$ cat src/rtl/shifter_pkg.sv
// ---------------------------------------------------------------------------
// shifter_pkg
//
// Shared definitions for the RISC datapath shift/rotate unit.
//   SHIFT_W     : datapath width. The shift amount is 5 bits, so this is 32.
//   SH_AMT_W    : width of the shift amount field.
//   shift_ftn_e : function select encoding driven on the 'ftn' port.
//   neg_amount  : (32 - amount) mod 32. It turns a left rotate into the
//                 equivalent right rotate.
// ---------------------------------------------------------------------------
package shifter_pkg;

    localparam int SHIFT_W  = 32;
    localparam int SH_AMT_W = 5;

    typedef enum logic [2:0] {
        SH_PASS = 3'd0,
        SH_SLL  = 3'd1,
        SH_SRL  = 3'd2,
        SH_SRA  = 3'd3,
        SH_ROL  = 3'd4,
        SH_ROR  = 3'd5,
        SH_REV  = 3'd6,
        SH_ZERO = 3'd7
    } shift_ftn_e;

    // Two's-complement negate in 5 bits. This equals (32 - amount) mod 32.
    // An amount of 0 stays 0.
    function automatic logic [SH_AMT_W-1:0] neg_amount(input logic [SH_AMT_W-1:0] amount);
        return (~amount) + {{(SH_AMT_W-1){1'b0}}, 1'b1};
    endfunction

endpackage

$ cat src/rtl/risc_rotr_core.sv
// ---------------------------------------------------------------------------
// risc_rotr_core
//
// Combinational right-rotate barrel. It uses five mux stages. Stage s
// rotates by 2**s when amount[s] is set.
//
// Ports:
//   data_in  [WIDTH-1:0] : operand
//   amount   [4:0]       : rotate-right distance, 0..31
//   data_out [WIDTH-1:0] : data_in rotated right by amount
// ---------------------------------------------------------------------------
module risc_rotr_core
    import shifter_pkg::*;
#(
    parameter int WIDTH = SHIFT_W
) (
    input  logic [WIDTH-1:0]    data_in,
    input  logic [SH_AMT_W-1:0] amount,
    output logic [WIDTH-1:0]    data_out
);

    // stage[0] is the raw operand. stage[SH_AMT_W] is the fully rotated value.
    logic [WIDTH-1:0] stage [0:SH_AMT_W];

    assign stage[0] = data_in;

    for (genvar s = 0; s < SH_AMT_W; s++) begin : g_stage
        localparam int STEP = 1 << s;
        // To rotate right by STEP, the low STEP bits wrap round to the top.
        assign stage[s+1] = amount[s]
                          ? {stage[s][STEP-1:0], stage[s][WIDTH-1:STEP]}
                          : stage[s];
    end

    assign data_out = stage[SH_AMT_W];

endmodule

$ cat src/rtl/risc_shifter.sv
// ---------------------------------------------------------------------------
// risc_shifter
//
// Registered 32-bit shift/rotate unit. It sits beside the ALU. It applies
// the operation selected by 'ftn' to 'shift_in' by 'SH' bits. The result
// appears on 'shift_out' one clock after in_valid is sampled high.
//
// One right-rotate barrel handles every shift and rotate:
//   - Right ops rotate by SH.
//   - Left ops rotate right by (32 - SH) mod 32.
//   - Shifts then mask off the wrapped bits and OR in the fill bits.
//
// Optional feature macro: SHIFTER_FLAGS_EN
//   When it is defined, carry_out and zero are registered with shift_out.
//   When it is undefined, those ports and their logic are absent.
//
// Ports:
//   clk       : rising-edge clock
//   rst_n     : asynchronous reset, active low
//   in_valid  : shift_in, SH and ftn are sampled this cycle
//   shift_in  : operand
//   SH        : shift amount, 0..31
//   ftn       : function select (see shifter_pkg::shift_ftn_e)
//   out_valid : shift_out holds a new result (in_valid delayed by 1 clock)
//   shift_out : registered result, held while in_valid is low
//   carry_out : last bit shifted out, or the wrapped bit for rotates
//               (SHIFTER_FLAGS_EN only)
//   zero      : result equals 0 (SHIFTER_FLAGS_EN only)
// ---------------------------------------------------------------------------
module risc_shifter
    import shifter_pkg::*;
#(
    parameter int WIDTH = SHIFT_W
) (
    input  logic                clk,
    input  logic                rst_n,
    input  logic                in_valid,
    input  logic [WIDTH-1:0]    shift_in,
    input  logic [SH_AMT_W-1:0] SH,
    input  logic [2:0]          ftn,
    output logic                out_valid,
    output logic [WIDTH-1:0]    shift_out
`ifdef SHIFTER_FLAGS_EN
    ,
    output logic                carry_out,
    output logic                zero
`endif
);

    shift_ftn_e          ftn_e;
    logic                left_op;
    logic [SH_AMT_W-1:0] rot_amt;
    logic [WIDTH-1:0]    rotated;
    logic [WIDTH-1:0]    mask_left;
    logic [WIDTH-1:0]    mask_right;
    logic [WIDTH-1:0]    reversed;
    logic [WIDTH-1:0]    result;

    logic [WIDTH-1:0]    shift_out_q, shift_out_d;
    logic                out_valid_q, out_valid_d;

    assign ftn_e = shift_ftn_e'(ftn);

    // SLL and ROL are left-going. They reuse the right rotator with the
    // complementary amount.
    always_comb begin
        left_op = (ftn_e == SH_SLL) || (ftn_e == SH_ROL);
        rot_amt = left_op ? neg_amount(SH) : SH;
    end

    risc_rotr_core #(
        .WIDTH (WIDTH)
    ) u_rotr_core (
        .data_in  (shift_in),
        .amount   (rot_amt),
        .data_out (rotated)
    );

    // A left shift keeps the bits at and above SH. A right shift keeps the
    // bits below WIDTH-SH. Every other bit of the rotated value has wrapped
    // round and must be replaced with fill.
    always_comb begin
        mask_left  = {WIDTH{1'b1}} << SH;
        mask_right = {WIDTH{1'b1}} >> SH;
    end

    always_comb begin
        reversed = '0;
        for (int i = 0; i < WIDTH; i++) begin
            reversed[i] = shift_in[WIDTH-1-i];
        end
    end

    always_comb begin
        result = '0;
        unique case (ftn_e)
            SH_PASS: result = shift_in;
            SH_SLL:  result = rotated & mask_left;
            SH_SRL:  result = rotated & mask_right;
            SH_SRA:  result = (rotated & mask_right)
                            | (shift_in[WIDTH-1] ? ~mask_right : '0);
            SH_ROL:  result = rotated;
            SH_ROR:  result = rotated;
            SH_REV:  result = reversed;
            SH_ZERO: result = '0;
            default: result = '0;
        endcase
    end

    // The result only updates on a valid sample. Otherwise it holds.
    always_comb begin
        shift_out_d = in_valid ? result : shift_out_q;
        out_valid_d = in_valid;
    end

    always_ff @(posedge clk or negedge rst_n) begin
        if (!rst_n) begin
            shift_out_q <= '0;
            out_valid_q <= 1'b0;
        end else begin
            shift_out_q <= shift_out_d;
            out_valid_q <= out_valid_d;
        end
    end

    assign shift_out = shift_out_q;
    assign out_valid = out_valid_q;

`ifdef SHIFTER_FLAGS_EN
    logic                carry_q, carry_d;
    logic                zero_q, zero_d;
    logic                carry_now;
    logic [SH_AMT_W-1:0] sh_minus_1;

    // SLL drops shift_in[32-SH] last. For a nonzero SH this index is the
    // 5-bit negated amount. SRL and SRA drop shift_in[SH-1] last.
    always_comb begin
        sh_minus_1 = SH - {{(SH_AMT_W-1){1'b0}}, 1'b1};
        carry_now  = 1'b0;
        if (SH != '0) begin
            unique case (ftn_e)
                SH_SLL:  carry_now = shift_in[neg_amount(SH)];
                SH_SRL:  carry_now = shift_in[sh_minus_1];
                SH_SRA:  carry_now = shift_in[sh_minus_1];
                SH_ROL:  carry_now = result[0];
                SH_ROR:  carry_now = result[WIDTH-1];
                default: carry_now = 1'b0;
            endcase
        end
    end

    always_comb begin
        carry_d = in_valid ? carry_now        : carry_q;
        zero_d  = in_valid ? (result == '0)   : zero_q;
    end

    always_ff @(posedge clk or negedge rst_n) begin
        if (!rst_n) begin
            carry_q <= 1'b0;
            zero_q  <= 1'b0;
        end else begin
            carry_q <= carry_d;
            zero_q  <= zero_d;
        end
    end

    assign carry_out = carry_q;
    assign zero      = zero_q;
`endif

endmodule

$ cat config.mk
export PLATFORM = sky130hd
export DESIGN_NAME = risc_shifter
export DESIGN_NICKNAME = d
export VERILOG_FILES = /design/src/rtl/shifter_pkg.sv /design/src/rtl/risc_rotr_core.sv /design/src/rtl/risc_shifter.sv
export SDC_FILE = /design/constraint.sdc
export NUM_CORES = 1
export LEC_CHECK = 0
export BUFFER_PORTS_ARGS = -buffer_cell sky130_fd_sc_hd__buf_2
export CAP_MARGIN = 40
export CORE_ASPECT_RATIO = 0.75
export CORE_MARGIN = 2
export CORE_UTILIZATION = 32
export DETAILED_ROUTE_END_ITERATION = 8
export SYNTH_ARGS = -nofsm -noshare
export SYNTH_HDL_FRONTEND = slang
export SYNTH_HIERARCHICAL = 1
export SYNTH_SLANG_ARGS = --single-unit
$ cat constraint.sdc
create_clock -name clk -period 1.25 [get_ports clk]
set_input_delay 0.25 -clock clk [delete_from_list [all_inputs] [get_ports clk]]
set_output_delay 0.25 -clock clk [all_outputs]
set_load 0.005 [all_outputs]
* Word-level counts from Yosys, hierarchy flattened
Index checks and enable logic that the tools add are counted.
Widths: inputs -> output; s select.
** Word-level totals
- Word-level logic and storage cells :: 28
- Bits in registers :: 33
- Output and inout port bits :: 33
** Operators by class
- Add/sub/neg operators :: 1
- Bitwise operators :: 5
- Muxes and demuxes :: 8
- Equality and inequality tests :: 7
- Reductions and logical operators :: 3
- Shifts and indexed selects :: 2
** Operators with widths (number)
- $pmux 32 s7 :: 1
- $mux 32 :: 6
- $and 32x32->32 :: 2
- $not 32->32 :: 1
- $or 32x32->32 :: 1
- $shl 32x5->32 const A :: 1
- $shr 32x5->32 const A :: 1
- $eq 3x3->1 const B :: 4
- $eq 3x2->1 const B :: 2
- $add 5x1->5 const B :: 1
- $mux 5 :: 1
- $not 5->5 :: 1
- $eq 3x1->1 const B :: 1
- $logic_not 3->1 :: 1
- $reduce_or 2->1 :: 1
- $logic_or 1x1->1 :: 1

* Depth between registers and ports, before layout
Gate-level depths: netlist of run 1.
- Word-level depth :: 11
- Depth in mapped cells :: 17
- Gate-level depth less buffers :: 12

* Cells and area by module
Netlist of run 1, hierarchy kept.
** By module, submodules not included
- risc_shifter :: cells an instance 427, times used 1, seq. area each 825.8 sq um, area an instance 3114.2 sq um
- risc_rotr_core :: cells an instance 116, times used 1, seq. area each 0.0 sq um, area an instance 1949.4 sq um

* Worst setup path before layout of run 1
No wires, ideal clock.
- Kind :: input to register
- From :: in ftn[0]
- To :: reg shift_out_q[31], in the netlist shift_out[31]
- Arrival :: 3.323 ns
- Stages on the path :: 15
- Data required time :: 1.107 ns
- Path buffers :: 5
- Setup time :: 0.143 ns
- Slack :: -2.215 ns
- Path through :: clkbuf_8 > buf_2 > xnor2_1 > nor2_1 > o31ai_1 > xnor2_1 > buf_6 > buf_6 > buf_2 > mux4_2 > mux4_2 > mux2_2 > and4_1 > a2111oi_0 > o22ai_1
** On the way
- Elaborated cells between the ends (all ways) :: 20
- Classes of those cells :: eq/ne: 7; mux: 7; bitwise: 3; reduce/logical: 3
** RTL lines
- from (decl) :: line risc_shifter.sv:40 : input logic [2:0] ftn,
- $eq 3x1->1 / $eq 3x3->1 (equally long branches) :: line risc_shifter.sv:67 : left_op = (ftn_e == SH_SLL) || (ftn_e == SH_ROL);
- $logic_or 1x1->1 * :: line risc_shifter.sv:67
- $mux 5 * :: line risc_shifter.sv:68 : rot_amt = left_op ? neg_amount(SH) : SH;
- via rot_amt[3] :: line risc_shifter.sv:52 : logic [SH_AMT_W-1:0] rot_amt;
- $mux 32 * (2 in a row) :: line risc_rotr_core.sv:31 : ? {stage[s][STEP-1:0], stage[s][WIDTH-1:STEP]}
- via rotated[31] :: line risc_shifter.sv:53 : logic [WIDTH-1:0] rotated;
- $and 32x32->32 :: line risc_shifter.sv:99, risc_shifter.sv:100
- $or 32x32->32 :: line risc_shifter.sv:101 : | (shift_in[WIDTH-1] ? ~mask_right : '0);
- $pmux 32 s7 * :: line risc_shifter.sv:96 : unique case (ftn_e)
- to (signal assigned) :: line risc_shifter.sv:121 : shift_out_q <= shift_out_d;
- to (decl) :: line risc_shifter.sv:59 : logic [WIDTH-1:0] shift_out_q, shift_out_d;
Mark *: on every way through the listed nets, which the timed path passes. The rest lies on a longest branch.
A chain may end at the register's enable or synchronous reset.

* Final worst setup path of run 1
- From :: in ftn[0]
- To :: reg shift_out_q[31], in the netlist shift_out[31]
** On the way
- Elaborated cells between the ends (all ways) :: 20
- Classes of those cells :: eq/ne: 7; mux: 7; bitwise: 3; reduce/logical: 3
** RTL lines (line)
- $eq 3x1->1 / $eq 3x3->1 (equally long branches) :: risc_shifter.sv:67
- $logic_or 1x1->1 * :: risc_shifter.sv:67
- $mux 5 * :: risc_shifter.sv:68
- via rot_amt[1] :: risc_shifter.sv:52
- $mux 32 * (4 in a row) :: risc_rotr_core.sv:31
- via rotated[31] :: risc_shifter.sv:53
- $and 32x32->32 :: risc_shifter.sv:99, risc_shifter.sv:100
- $or 32x32->32 :: risc_shifter.sv:101
- $pmux 32 s7 * :: risc_shifter.sv:96
Marks and branches as above.

==> results of run 1 <==
## flip-flops by register name, indices dropped and copies added (netlist names)
| name | count |
|---|---|
| out_valid | 1 |
| shift_out | 32 |
## synth_stat cells, drive strengths merged, types with 8 or more instances
cell type,count
mux4,64
nor2,64
o21ai,51
a21oi,49
nand2,39
buf,36
mux2,34
dfrtp,33
clkbuf,23
o22ai,13
a221oi,12
a211oi,11
a31oi,11
inv,11
nand2b,10
and2,8
nand3,8
## critical path, delay by kind of cell
family | cells | cell delay [ns]
simple gates | 3 | 0.38
compound gates | 3 | 0.60
mux | 3 | 1.39
xor+xnor | 1 | 0.14
buf+inv | 4 | 0.53
## kinds of logic after synthesis
logic type,after synthesis
adder cells (fa/ha/maj),5
XOR/XNOR,3
multiplexers,98
flip-flops,33
AO/OA/AOI/OAI,177
AND/OR/NAND/NOR,157
buffers and inverters,70
## how the worst max path moves through the flow
stage          startpoint       endpoint  slack, ns  cells past startpoint
6_report           ftn[0]  shift_out[31]      -1.92                     14
5_1_grt            ftn[0]  shift_out[31]      -1.96                     14
4_1_cts            ftn[0]  shift_out[31]      -1.85                     14
3_5_place_dp       ftn[2]  shift_out[15]      -2.31                     13
3_3_place_gp       ftn[2]  shift_out[15]      -2.31                     13
2_1_floorplan      ftn[0]  shift_out[15]      -2.02                     15
## report_power, final
group          total, mW  switching [mW]  internal (mW)
registers           1.39           0.128           1.26
logic               5.12            2.52           2.60
clock network       1.48           0.483          0.996
total               7.99            3.13           4.86
## timing repair
item	in CTS	in global routing
setup endpoints to repair	32	32
hold endpoints to repair	14	0
buffers inserted	14	6
hold buffers	1	0
pin swaps	25	13
gates resized for setup	121	7
cloned	1	0
## final cells by class
cell class | instances | area, µm² | share of cell area
Sequential cell | 33 | 825.8 | 0.1066
Timing Repair Buffer | 274 | 2077 | 0.2681
Tap cell | 205 | 256.5 | 0.03311
Inverter | 11 | 41.29 | 0.005329
Clock inverter | 1 | 30.03 | 0.003876
Multi-Input combinational cell | 440 | 4374 | 0.5646
Clock buffer | 7 | 142.6 | 0.01841
## layer usage
layer | track usage | part of all wire | vias up
met5 | 0 | 0 | -
met3 | 0.1016 | 0.14 | 60
met1 | 0.4847 | 0.45 | 3105
met2 | 0.4270 | 0.39 | 464
met4 | 0.06603 | 0.026 | 0
li1 | - | - | 2557
## metrics by stage
step	power [mW]	setup slack, ns	instances
after CTS	7.783	-1.846	967
after global routing	8.231	-1.957	971
after detailed placement	5.588	-2.312	944
after floorplan	3.714	-2.015	543
final	7.985	-1.916	971
after global placement	5.573	-2.311	944
==> impl_metrics.json, run 1 <==
{
  "reg2reg_depth": 2,
  "synthMuxAreaShare": 0.3610,
  "clkTransAtPathRegs_ns": 0.06,
  "finClkSkew_ns": 0,
  "worstPathRequired_ns": 1.38,
  "synth.cell_area_mm2": 0.005064,
  "antenna_found_initial": 0,
  "synth_compound_area_frac": 0.2172,
  "ir_worst_vdd_mv": 0.7617,
  "grt_overflow": 0,
  "syn-num-nets": 591,
  "clk_root_buffer_cell": "clkbuf_16",
  "cts_made_buffers": 5,
  "start_util": 0.3294,
  "core_area_mm2": 0.01537,
  "yosys_warnings": 6,
  "criticalPathCategory": "input pin to register",
  "critPathMaxFanout": 6,
  "netlist_instances": 543,
  "fin_area_mm2": 0.007747,
  "synth_top_family_by_area": "multiplexers",
  "whs_ns": 0.4216,
  "vias_per_cell": 6.371,
  "grt_pass1_vias": 5871,
  "r2r-end": "shift_out[26]",
  "critPathLaunchType": "input pin",
  "yosys.area_share.simple": 0.1510,
  "violations": "setup timing",
  "end_kind": "register",
  "nFillCells": 1433,
  "cts_max_path_buffers": 2,
  "grt_usage": 0.3153,
  "synth_top_cells_by_area": "mux4_2 28%, dfrtp_1 16%, mux2_2 7.6%",
  "cp_data_arrival_time_ns": 3.30,
  "diodes": 0,
  "die-width_um": 149.3,
  "cts_tree": "built",
  "cpPeakStageDelay_ns": 0.57,
  "yosys_register_bits": 33,
  "status": "finished with violations",
  "slew_headroom": 0.6206,
  "drive_above_1_share": 0.5888,
  "fp.dieArea_mm2": 0.01686,
  "hold_viol": 0,
  "synth.avg_cell_area_um2": 9.325,
  "synthArstFlopShare": 1.000,
  "yosysTopAreaCell": "mux4_2",
  "port-buffer-count": 75,
  "die_height_um": 112.9,
  "synth_xor_area_frac": 0.005189,
  "synthAdderAreaFrac": 0.01235,
  "synth_cell_types": 66,
  "cts.sinks": 33,
  "seq_area_frac_synth": 0.1631,
  "row_count": 39,
  "synth_top_area_share": 0.2802,
  "utilization": 0.5040,
  "layout_commonest_cell": "buf_4",
  "grt_max_degree": 41,
  "slew_viol_final": 0,
  "max_freq_ghz": 0.3158,
  "rsz0062_at_grt": "yes",
  "ff2ff_setup_slack_ns": 0.38,
  "gp_congestion": 1.009,
  "crit_chain": "buf_8 > xnor2_4 > nor2_4 > buf_6 > nand2_4 > o21ai_4 > buf_12 > buf_8 > mux4_2 > mux4_2 > mux2_4 > and4_4 > a2111oi_4 > o22ai_1",
  "syn_to_final_growth_pct": 53.00,
  "drc": 0,
  "fin_crit_ns": 3.166,
  "nets": 813,
  "postRouteAntennaNets": 0,
  "fin_tns_setup_ns": -53.33,
  "vias": 6186,
  "reg2reg_from": "shift_out[26]",
  "wl_mm": 26.58,
  "worst_pin_slew_ns": 0.5673,
  "critPathSlowestCell": "mux4_2",
  "p_per_area_mw_per_mm2": 1031,
  "io_pins": 76,
  "hpwl_mm": 20.34,
  "synth-edff-count": 0,
  "worst_slack_ns": -1.916,
  "insertion_delay_ns": 0.28,
  "grt_pass1_wl_mm": 39.26,
  "min_period_over_period": 2.533,
  "htree_num_levels": 2,
  "cap_violations": 0,
  "drtIter0Drc": 701,
  "post_dp_cell_area_mm2": 0.006820,
  "setup_viol": 32,
  "power_leakage_nw": 3.246,
  "hold_class": "input pin to asynchronous set/reset pin",
  "synth_ff_type": "dfrtp_1",
  "layout_common_cells": "166 x buf_4, 73 x buf_2, 63 x mux4_2",
  "wl_per_cell_um": 27.37,
  "drtPass1Iterations": 7
}
(Power assumes the default switching activity.)
==> run 2: changes to the inputs <==
--- a/config.mk
+++ b/config.mk
@@ -11,6 +11,7 @@
 export CORE_MARGIN = 2
 export CORE_UTILIZATION = 32
 export DETAILED_ROUTE_END_ITERATION = 8
+export RECOVER_POWER = 50
 export SYNTH_ARGS = -nofsm -noshare
 export SYNTH_HDL_FRONTEND = slang
 export SYNTH_HIERARCHICAL = 1
==> impl_metrics.json, run 2 (synthesis results as in run 1) <==
{
  "io_pins": 76,
  "syn_to_final_growth_pct": 52.85,
  "utilization": 0.5035,
  "worst_pin_slew_ns": 0.5784,
  "whs_ns": 0.4317,
  "wl_per_cell_um": 27.39,
  "drc": 0,
  "port-buffer-count": 75,
  "postRouteAntennaNets": 0,
  "dpl_worst_slack_ns": -2.312,
  "hold_class": "input pin to asynchronous set/reset pin",
  "grt_usage": 0.3153,
  "drtPass1Iterations": 7,
  "grt_pass1_vias": 5871,
  "layout_commonest_cell": "buf_4",
  "power_leakage_nw": 3.239,
  "criticalPathCategory": "input pin to register",
  "seq_power_share": 0.174,
  "layout_common_cells": "164 x buf_4, 72 x buf_2, 63 x mux4_2",
  "cts_max_path_buffers": 2,
  "grt_overflow": 0,
  "cts_made_buffers": 5,
  "wl_mm": 26.60,
  "cts.sinks": 33,
  "pwr-share-comb": 0.641,
  "hpwl_mm": 20.34,
  "setup_viol": 32,
  "grt_max_degree": 41,
  "rsz0062_at_grt": "yes",
  "p_switching_mw": 3.131,
  "violations": "setup timing",
  "hold_viol": 0,
  "slew_viol_final": 0,
  "internal_power_mw": 4.854,
  "p_per_area_mw_per_mm2": 1032,
  "min_period_over_period": 2.536,
  "cp_data_arrival_time_ns": 3.30,
  "end_kind": "register",
  "die_height_um": 112.9,
  "critPathSlowestCell": "mux4_2",
  "max_freq_ghz": 0.3155,
  "core_area_mm2": 0.01537,
  "path_buf_inv": 4,
  "diodes": 0,
  "path_delay_family": "multiplexers",
  "vias_per_cell": 6.379,
  "status": "finished with violations",
  "finClkSkew_ns": 0,
  "nets": 813,
  "largest_register_ffs": 32,
  "fin_crit_ns": 3.170,
  "row_count": 39,
  "cts_tree": "built",
  "critPathMaxFanout": 6,
  "crit_chain": "buf_8 > xnor2_4 > nor2_4 > buf_6 > nand2_4 > o21ai_4 > buf_12 > buf_8 > mux4_2 > mux4_2 > mux2_4 > and4_4 > a2111oi_4 > o22ai_1",
  "antenna_found_initial": 0,
  "clk_root_buffer_cell": "clkbuf_16",
  "drtIter0Drc": 701,
  "worst_slack_ns": -1.920,
  "ir_worst_vdd_mv": 0.7623,
  "vias": 6194,
  "htree_num_levels": 2,
  "slew_headroom": 0.6132,
  "clkPwrFrac": 0.185,
  "critPathLaunchType": "input pin",
  "clkTransAtPathRegs_ns": 0.06,
  "grt_pass1_wl_mm": 39.26,
  "insertion_delay_ns": 0.28,
  "worstPathRequired_ns": 1.38,
  "gp_congestion": 1.009,
  "cap_violations": 0,
  "drive_above_1_share": 0.5862,
  "switching_share": 0.3921,
  "start_util": 0.3294,
  "fp.dieArea_mm2": 0.01686,
  "die-width_um": 149.3,
  "cpPeakStageDelay_ns": 0.57
}
-- run 2: cell count changes in the layout (fill, tap and decap cells not counted), sizes merged --
| cell | before | now |
|---|---|---|
| buf | 273 | 270 |
| clkbuf | 7 | 10 |
-- run 2: worst reg2reg max path, stage by stage, from the launching register on --
cell and delay, ns:
dfrtp_1 0.39, o21ai_0 0.31, a31oi_4 0.05
-- run 2: worst paths after layout --
check / startpoint / end / slack, ns / cells past startpoint
worst max-delay path: ftn[0] / shift_out[31] / -1.92 / 14
max in group asynchronous: rst_n / shift_out[20] / 0.14 / 3
worst max register to register: shift_out[26] / shift_out[26] / 0.37 / 2
worst min register to register: shift_out[3] / shift_out[3] / 0.53 / 2
min in group clk: shift_in[20] / shift_out[20] / 0.43 / 3
worst min-delay path: rst_n / shift_out[27] / 0.43 / 2
-- run 2: what timing repair did --
| item | 4_1_cts | 5_1_grt |
|---|---|---|
| gates resized for setup | 121 | 7 |
| setup buffers | 14 | 6 |
| gates cloned | 1 | 0 |
| endpoints found under the setup margin | 32 | 32 |
| pin swaps | 25 | 13 |
| hold endpoints to repair | 14 | 0 |
| hold buffers | 1 | 0 |
-- run 2: power by group through the flow --
stage	clock network [mW]	registers, mW	logic, mW
final	1.48	1.39	5.12
after global routing	1.51	1.40	5.31
after CTS	1.48	1.38	4.93
after detailed placement	0	1.39	4.20
after global placement	0	1.39	4.19
after floorplan	0	1.39	2.33
-- run 2: through the flow --
| stage | std cells | TNS, ns | instance area (µm²) | power [mW] |
|---|---|---|---|---|
| 2_1_floorplan | 543 | -55.12 | 5185 | 3.714 |
| 3_3_place_gp | 944 | -63.59 | 6820 | 5.573 |
| 3_5_place_dp | 944 | -64.43 | 6820 | 5.588 |
| 4_1_cts | 967 | -52.42 | 7696 | 7.783 |
| 5_1_grt | 971 | -54.78 | 7740 | 8.227 |
| 6_report | 971 | -53.49 | 7740 | 7.985 |
-- run 2: final cells by class --
| cell class | count | area (µm²) |
|---|---|---|
| Inverter | 11 | 41.29 |
| Clock inverter | 1 | 30.03 |
| Fill cell | 1432 | 7631 |
| Multi-Input combinational cell | 440 | 4374 |
| Clock buffer | 7 | 142.6 |
| Tap cell | 205 | 256.5 |
| Timing Repair Buffer | 274 | 2069 |
| Sequential cell | 33 | 825.8 |
-- run 2: per-layer routing --
layer,global-route usage,part of all wire
met2,0.4270,0.39
met1,0.4847,0.44
met4,0.06603,0.026
met5,0,0
met3,0.1016,0.14
==> run 3: changes to the inputs <==
--- a/config.mk
+++ b/config.mk
@@ -5,7 +5,7 @@
 export SDC_FILE = /design/constraint.sdc
 export NUM_CORES = 1
 export LEC_CHECK = 0
-export BUFFER_PORTS_ARGS = -buffer_cell sky130_fd_sc_hd__buf_2
+export BUFFER_PORTS_ARGS = -buffer_cell sky130_fd_sc_hd__clkbuf_2
 export CAP_MARGIN = 40
 export CORE_ASPECT_RATIO = 0.75
 export CORE_MARGIN = 2
==> impl_metrics.json, run 3 (synthesis results as in run 1) <==
{
  "htree_num_levels": 2,
  "fin_area_mm2": 0.007724,
  "critPathSlowestCell": "mux4_2",
  "grt_usage": 0.2999,
  "layout_common_cells": "157 x buf_4, 74 x clkbuf_2, 63 x mux4_2",
  "multi_input_area_mm2": 0.004384,
  "path_delay_family": "multiplexers",
  "worst_pin_slew_ns": 0.5827,
  "drtPass1Iterations": 5,
  "critPathMaxFanout": 8,
  "hpwl_mm": 19.56,
  "final_cells": 963,
  "largest_register_ffs": 32,
  "drtIter0Drc": 1020,
  "clk_root_buffer_cell": "clkbuf_16",
  "p_per_area_mw_per_mm2": 1053,
  "end_kind": "register",
  "die-width_um": 149.3,
  "clkTransAtPathRegs_ns": 0.06,
  "hold_class": "input pin to register",
  "layout_commonest_cell": "buf_4",
  "fin_crit_ns": 3.170,
  "vias_per_cell": 6.433,
  "use_met2": 0.3985,
  "criticalPathCategory": "input pin to register",
  "port-buffer-count": 75,
  "vias": 6195,
  "wl_mm": 25.71,
  "worst_slack_ns": -1.920,
  "post_dp_cell_area_mm2": 0.006820,
  "reg2reg_from": "shift_out[25]",
  "cts.sinks": 33,
  "min_to": "shift_out[21]",
  "path_buf_inv": 4,
  "die_height_um": 112.9,
  "cts_made_buffers": 5,
  "status": "finished with violations",
  "power_leakage_nw": 3.235,
  "grt_max_degree": 44,
  "r2r-end": "shift_out[25]",
  "cap_violations": 0,
  "critPathLaunchType": "input pin",
  "min_period_over_period": 2.536,
  "cpPeakStageDelay_ns": 0.56,
  "slew_headroom": 0.6074,
  "hp-start": "shift_in[21]",
  "setup_viol": 32,
  "wl_per_cell_um": 26.70,
  "crit_chain": "clkbuf_16 > xnor2_4 > nor2_4 > buf_6 > o21ai_4 > buf_12 > mux4_2 > buf_4 > mux4_2 > mux2_4 > o211ai_1 > a21oi_2 > o221ai_2 > o21ai_1",
  "start_util": 0.3294,
  "antenna_found_initial": 0,
  "reg2reg_depth": 2,
  "grtUsageMet1": 0.4643,
  "grt_pass1_vias": 5756,
  "cp-startpoint": "ftn[0]",
  "drc": 0,
  "utilization": 0.5025,
  "diodes": 0,
  "grt_overflow": 0,
  "worstPathRequired_ns": 1.40,
  "ff2ff_setup_slack_ns": 0.33,
  "use_met3": 0.09677,
  "grt_pass1_wl_mm": 37.58,
  "cts_tree": "built",
  "cts_max_path_buffers": 2,
  "whs_ns": 0.4580,
  "fp.dieArea_mm2": 0.01686,
  "cpMostUsedCell": "mux4_2",
  "row_count": 39,
  "hold-path-cell-count": 5,
  "cp_data_arrival_time_ns": 3.32,
  "slew_viol_final": 0,
  "max_freq_ghz": 0.3155,
  "gp_congestion": 1.065,
  "finClkSkew_ns": 0,
  "core_area_mm2": 0.01537,
  "ir_worst_vdd_mv": 0.6343,
  "io_pins": 76,
  "nFillCells": 1415,
  "hold_viol": 0,
  "rsz0062_at_grt": "yes",
  "dp.cells": 939,
  "syn_to_final_growth_pct": 52.53,
  "postRouteAntennaNets": 0,
  "nets": 805,
  "seqCellArea_um2": 825.8,
  "insertion_delay_ns": 0.28,
  "drive_above_1_share": 0.5858,
  "violations": "setup timing",
  "busiest_layer": "met1"
}
run 3: how the worst max path moves through the flow:
| stage | end | slack (ns) | depth (start not counted) |
|---|---|---|---|
| global route | shift_out[12] | -1.89 | 14 |
| detailed placement | shift_out[12] | -2.26 | 14 |
| CTS | shift_out[12] | -1.81 | 14 |
| global placement | shift_out[12] | -2.26 | 14 |
| finish | shift_out[12] | -1.92 | 14 |
| floorplan | shift_out[15] | -2.02 | 15 |
run 3: power by group:
part / switching (mW) / internal, mW / leakage (nW) / total [mW]
Clock: 0.531 / 0.996 / 0.0831 / 1.53
Combinational: 2.55 / 2.66 / 2.76 / 5.21
Sequential: 0.130 / 1.26 / 0.389 / 1.39
Total: 3.22 / 4.92 / 3.24 / 8.13
run 3: through the flow:
step	power [mW]	setup slack (ns)	setup TNS, ns
after global placement	5.574	-2.257	-62.77
after global routing	8.360	-1.887	-55.80
after floorplan	3.714	-2.015	-55.12
after detailed placement	5.577	-2.260	-63.00
final	8.131	-1.920	-54.49
after CTS	7.737	-1.814	-52.79
run 3: tightest hold or removal path, delay by kind of cell:
kind	cells	cell delay, ns
and+or+nand+nor	2	0.17
buffers and inverters	1	0.14
AOI/OAI and AO/OA	2	0.14
run 3: repair_timing:
item	in CTS	in global routing
pin swaps	23	15
setup endpoints to repair	32	32
hold endpoints to repair	33	0
resized for setup	105	20
setup buffers	11	12
hold buffers	1	0
run 3: cell type report:
cell class | instances | area share
repair buffers | 266 | 0.2641
inverters | 11 | 0.005346
clock buffers | 6 | 0.01798
flip-flops and latches | 33 | 0.1069
multi-input cells | 440 | 0.5676
clock inverters | 2 | 0.004860
well taps | 205 | 0.03321
run 3: metal layers:
layer	vias to the layer above	share of wire
met5	-	0
met4	0	0.032
met3	65	0.15
met2	521	0.39
met1	3062	0.43
li1	2547	-
